**src/rtl/masked_rand_gen.sv**
```systemverilog
// Fresh-randomness source for DOM masked gates: one 32-bit Fibonacci LFSR lane
// per output bit, loaded through a serial seed handshake and re-seedable on request.
module masked_rand_gen #(
  parameter  int SHARES    = 2,
  localparam int RAND_BITS = SHARES * (SHARES - 1) / 2,
  localparam int SEED_LEN  = 32 * RAND_BITS
) (
  input  logic                 ClkxCI,
  input  logic                 RstxBI,
  input  logic                 SeedValidxSI,
  input  logic                 SeedxDI,
  output logic                 SeedReadyxSO,
  input  logic                 ReseedxSI,
  input  logic                 EnxSI,
  output logic                 ReadyxSO,
  output logic [RAND_BITS-1:0] ZxDO
);

  localparam int CNT_W = $clog2(SEED_LEN + 1);

  typedef enum logic [1:0] {
    ST_UNSEEDED = 2'd0,
    ST_FIX      = 2'd1,
    ST_RUN      = 2'd2
  } state_e;

  state_e              state_q, state_d;
  logic [SEED_LEN-1:0] s_q, s_d;
  logic [CNT_W-1:0]    cnt_q, cnt_d;

  // x^32 + x^22 + x^2 + x + 1, maximal length; the all-zero state is excluded by ST_FIX.
  function automatic logic [31:0] lfsr_step(input logic [31:0] l);
    return {l[30:0], l[31] ^ l[21] ^ l[1] ^ l[0]};
  endfunction

  always_comb begin
    state_d      = state_q;
    s_d          = s_q;
    cnt_d        = cnt_q;
    SeedReadyxSO = 1'b0;
    ReadyxSO     = 1'b0;
    ZxDO         = '0;
    case (state_q)
      ST_UNSEEDED: begin
        SeedReadyxSO = 1'b1;
        if (SeedValidxSI) begin
          s_d = {s_q[SEED_LEN-2:0], SeedxDI};
          if (cnt_q == CNT_W'(SEED_LEN - 1)) begin
            cnt_d   = '0;
            state_d = ST_FIX;
          end else begin
            cnt_d = cnt_q + CNT_W'(1);
          end
        end
      end
      ST_FIX: begin
        for (int unsigned k = 0; k < RAND_BITS; k++) begin
          if (s_q[32*k +: 32] == 32'h0) s_d[32*k +: 32] = 32'h0000_0001;
        end
        state_d = ST_RUN;
      end
      ST_RUN: begin
        ReadyxSO = 1'b1;
        for (int unsigned k = 0; k < RAND_BITS; k++) begin
          ZxDO[k] = s_q[32*k + 31];
        end
        // A word consumed in the same cycle as a reseed request is still stepped.
        if (EnxSI) begin
          for (int unsigned k = 0; k < RAND_BITS; k++) begin
            s_d[32*k +: 32] = lfsr_step(s_q[32*k +: 32]);
          end
        end
        if (ReseedxSI) begin
          state_d = ST_UNSEEDED;
          cnt_d   = '0;
        end
      end
      default: begin
        state_d = ST_UNSEEDED;
        cnt_d   = '0;
      end
    endcase
  end

  always_ff @(posedge ClkxCI) begin
    if (!RstxBI) begin
      state_q <= ST_UNSEEDED;
      s_q     <= '0;
      cnt_q   <= '0;
    end else begin
      state_q <= state_d;
      s_q     <= s_d;
      cnt_q   <= cnt_d;
    end
  end

endmodule
```
**config.mk**
```make
export PLATFORM = sky130hd
export DESIGN_NAME = masked_rand_gen
export DESIGN_NICKNAME = d
export VERILOG_FILES = /design/src/rtl/masked_rand_gen.sv
export SDC_FILE = /design/constraint.sdc
export NUM_CORES = 1
export LEC_CHECK = 0
export BUFFER_PORTS_ARGS = -buffer_cell sky130_fd_sc_hd__buf_2
export CORE_MARGIN = 8
export CORE_UTILIZATION = 55
export CTS_CLUSTER_SIZE = 16
export DETAILED_ROUTE_END_ITERATION = 16
export PLACE_DENSITY = 0.73
export SETUP_SLACK_MARGIN = 0.15
export SLEW_MARGIN = 20
export SYNTH_ARGS = -nofsm -noshare
export SYNTH_HDL_FRONTEND = slang
export SYNTH_SLANG_ARGS = --single-unit
```
**constraint.sdc**
```tcl
create_clock -name ClkxCI -period 2.52 [get_ports ClkxCI]
set_input_delay 0.756 -clock ClkxCI [delete_from_list [all_inputs] [get_ports ClkxCI]]
set_output_delay 0.756 -clock ClkxCI [all_outputs]
set_load 0.005 [all_outputs]
```
**Word level (Yosys, flattened, before mapping)**

Index checks and enable logic that the tools add are counted.

- Flip-flop bits (word level): 40
- Input bits: 6
- Output and inout port bits: 3
- Word-level logic and storage cells: 37

- Add/subtract/negate cells: 1
- Eq/ne operators: 8
- Mux-type cells: 15
- Bitwise gates (word level): 4
- Reduce and logical (&&, ||, !) cells: 6

Operators by type and width:

| kind | number |
|---|---|
| 32-bit 2-to-1 mux | 3 |
| 32-bit one-hot mux with 3 select lines | 1 |
| 32-bit logical NOT | 1 |
| 6-bit 2-to-1 mux | 3 |
| 6-bit one-hot mux with 3 select lines | 1 |
| 2-bit inequality test, second input constant | 5 |
| 6-bit by 1-bit adder with 6-bit output, second input constant | 1 |
| 6-bit by 5-bit == test with 1-bit output, second input constant | 1 |
| 2-bit 2-to-1 mux | 3 |
| 2-bit one-hot mux with 3 select lines | 1 |
| 3-bit AND reduction | 2 |
| 4-bit AND reduction | 1 |
| 1-bit 2-to-1 mux | 3 |
| 3-bit nonzero test | 1 |
| 1-bit XOR | 3 |
| 2-bit by 1-bit == test with 1-bit output, second input constant | 1 |
| 2-bit == test, second input constant | 1 |
| 2-bit logical NOT | 1 |
| 1-bit inverter | 1 |

**Depth between registers and ports, before layout**

- Depth in word-level cells: 5
- Mapped depth: 8
- Depth with buffers taken out: 7

**Least setup slack after synthesis**

Ideal clock, no wire load.

- Path type: input port to flip-flop
- Start: input port SeedValidxSI
- End: register s_q[0]
- Library setup time: 72 ps
- Arrival: 1,796 ps
- Required time: 2,448 ps
- Path slack: 653 ps
- Stages on the path: 6
- Buffers on the path: 1
- Cell sequence: nor2b_1 > a21oi_1 > and4_1 > a21oi_4 > buf_12 > mux2i_1

- Cells in the longest elaborated chain, start to end: 2

RTL lines:

| item | line | source |
|---|---|---|
| start: declaration | 10 | `input logic SeedValidxSI,` |
| 2-bit inequality test (no line) | n/a |  |
| 4-bit AND reduction (no line) | n/a |  |
| end signal: assignment | 88 | `s_q <= '0;` |
| end signal: assignment | 92 | `s_q <= s_d;` |
| end: declaration | 28 | `logic [SEED_LEN-1:0] s_q, s_d;` |

Every way passes these cells.
A chain may end at the register's enable or synchronous reset.

**Worst setup path after layout**

- Start: register state_q[0]
- End: output port ZxDO

- Cells in the longest elaborated chain, start to end: 2

RTL lines:

| item | line | source |
|---|---|---|
| start: declaration | 27 | `state_e state_q, state_d;` |
| start signal: assignment | 91 | `state_q <= state_d;` |
| 2-bit == test | 43 | `case (state_q)` |
| 1-bit 2-to-1 mux | 43 |  |
| end: declaration | 16 | `output logic [RAND_BITS-1:0] ZxDO` |

Every way passes these cells.

==> results.md <==
* Clock Pin Slew Worst Setup and Hold Paths at ~0.11 ns
* Layout fillers at a little under 300
* WP data arrival at around 1.3 ns
* #FFs+latches synth at 40
* Max Slew Vio Count at 0
* Post-synthesis cell area at ~1900 µm²
* Starting Density at roughly 57%
* Wire per inst at about 13 µm
* Crit path max fanout at 7
* CP Launch Point: state_q[0]
* Hold Fails Final Rpt at 0
* Worst R2R Start: state_q[0]
* R2r worst-path depth at 8
* Worst skew pair latency at ~0.33 ns
* Mapped Cells at ~210
* Reg area at about 800 µm²
* PwrDens at 1010 nW/µm²
* Resized cells post-CTS at 0
* Clock Root Buffer: clkbuf_4
* Tmin final at ~2.1 ns
* Switching part of the total power at between 30% and 40%
* Met1 Resource Use GR at between 15 and 20%
* DRC Markers at 0
* Ant. Diodes at 0
* Peak supply drop at about 600 µV
* Clock Path Buffers at 2
* Max Cap Viol at 0
* Max_slew headroom at between 60 and 70%
* Nets at between 200 and 250
* Commonest cells after routing, fill and taps aside: 69 x nand2_1, 40 x dfxtp_1, 32 x mux2i_1, 8 x buf_2
* Mean Syn Cell Area at approximately 9.0 µm²
* Placed cell area at slightly below 2000 µm²
* CP endpoint kind: output pin
* DRT iter0 DRCs at a little under 80
* Gp weighted congestion at between 0.8 and 0.9
* P_sw at about 0.75 mW
* TritonCTS clock tree: yes
* Final instance area at approximately 2000 µm²
* Core area at 3310 µm²
* Clock sink count at 40
* Setup violations, final at 0
* Leak at 0.772 nW
* Hold WC Path Type: register to register
* CTS H-Tree Depth at 2
* Yosys warning total at 0
* RSZ-0062 raised after global routing: false
* Fin Hold WS at between 0.4 and 0.5 ns
* Data required, critical path at roughly 1.8 ns
* Global route overflow at 0
* Seq/Total Area, Yosys at 42.8%
* First-pass GRT wire length at about 6100 µm
* Setup Buffers After CTS at 0
* Post-Route WL at 3400 µm
* Total GRT Usage at approximately 14%
* GR met3 Demand/Resource at under 10%
* Num CTS Buffers at 5
* Post-synth cell types at 30
* Final Util at approximately three fifths
* IO Port Bufs at 8
* Combinational share of power at between 40% and 50%
* Total power at 2.01 mW
* Area taken by multi-input logic gates at slightly below 1000 µm²
* Largest net degree at the start of global routing at 33
* Register-to-register path setup slack at around 0.5 ns
* WS Path Type: register to output pin
* Internal power at between 1 and 1.5 mW
* Chip width at ~74 µm
* Register share of total power at a little over a third
* Via count at 1394
* Final Cycle Share at a little over four fifths
* Reg2reg end: s_q[10]
* Initial antenna violation count at 0
* Post-route ant nets at 0
* CP Launch Type: register
* Total negative slack at 0 ns
* Met2 usage at between 20 and 25%
* Num ports at 9
* Area growth syn-to-layout at 6.21%
* Clock Power Share at between 10% and 20%
* Commonest non-fill, non-tap cell in the layout: nand2_1
* Worst Hold Launch: s_q[16]
* Mapped Nets at about 220
* Die area at 5530 µm²
* Avg Vias per Cell at approximately 5.3
* Die H at approximately 74 µm
* First-pass DRT Iterations at 4
* DP HPWL at roughly 2400 µm
* GR peak layer: met2
* Layout cells sized above 1 at between 10% and 20%
* Hold Buf Count CTS at 0
* Max Fclk at 477 MHz
* Critical path endpoint: ZxDO
* Layout Skew at around 0.011 ns
* Vias in the first global route at 1381
* Status: finished clean
* Worst slew pin tran at about 0.45 ns
* Core Rows at 21
-- Yosys cell counts --
cell / count / share of area, %
nand2_1: 69 / 14
dfxtp_1: 40 / 43
mux2i_1: 32 / 17
clkbuf_1: 7 / 1.4
nor2_1: 6 / 1.2
nor4_1: 6 / 2.0
a21oi_1: 4 / 1.1
ha_1: 4 / 2.7
nand3_1: 4 / 1.1
xnor2_1: 4 / 1.9
buf_12: 3 / 3.2
inv_1: 3 / 0.60
nor2b_1: 3 / 1.0
o21ai_0: 3 / 0.80
xor2_1: 3 / 1.4
nand4_1: 2 / 0.67
nor3_1: 2 / 0.53
nor3b_1: 2 / 0.80
a21boi_0: 1 / 0.40
a21boi_1: 1 / 0.40
a21o_1: 1 / 0.40
a21oi_4: 1 / 0.87
a22oi_1: 1 / 0.40
and2_1: 1 / 0.33
and4_1: 1 / 0.47
clkinv_1: 1 / 0.20
nand2b_1: 1 / 0.33
nor4_4: 1 / 1.1
nor4b_1: 1 / 0.47
or4_4: 1 / 0.60
-- worst max-delay path: stages, from the launching register on --
cell,delay [ns]
dfxtp_1,0.35
inv_1,0.08
ha_1,0.28
and2_1,0.18
buf_2,0.12
-- kinds of logic after synthesis --
logic type / after synthesis / share of synthesized area (%)
AND/OR/NAND/NOR: 100 / 24.4
flip-flops: 40 / 42.8
multiplexers: 32 / 17.1
buffers and inverters: 14 / 5.41
AO/OA/AOI/OAI: 12 / 4.34
XOR/XNOR: 7 / 3.27
adder cells (fa/ha/maj): 4 / 2.67
-- registers in the layout, summed over array words and instances, names as in the netlist --
name and cells:
cnt_q 6, s_q 32, state_q 2
-- area by class of cell --
type | count | area share [%]
repair buffers | 12 | 4.15
multi-input cells | 155 | 49.0
inverters | 4 | 0.755
flip-flops and latches | 40 | 40.3
well taps | 46 | 2.89
clock buffers | 8 | 2.96
-- metrics by stage --
| stage | setup slack, ns | instances |
|---|---|---|
| final | 0.422 | 265 |
| after floorplan | 0.653 | 209 |
| after CTS | 0.376 | 265 |
| after global placement | 0.524 | 257 |
| after detailed placement | 0.458 | 257 |
| after global routing | 0.325 | 265 |
-- power groups by stage --
stage | Clock, mW | Sequential [mW] | Combinational (mW)
after floorplan | 0 | 0.712 | 0.960
after global placement | 0 | 0.717 | 0.950
after detailed placement | 0 | 0.720 | 0.986
after CTS | 0.343 | 0.705 | 0.988
after global routing | 0.369 | 0.710 | 1.06
final | 0.324 | 0.706 | 0.980
-- metal layers --
metal	share of wire [%]	routed length, µm
met5	0	0
met4	0.38	13
met3	4.4	149
met2	49	1650
met1	47	1590
-- how the worst min path moves through the flow --
stage / end / depth (start not counted)
final: s_q[17] / 2
after global routing: s_q[16] / 2
after CTS: s_q[20] / 2
after detailed placement: s_q[16] / 2
after global placement: s_q[27] / 2
after floorplan: s_q[6] / 2
(Power assumes the default switching activity.)
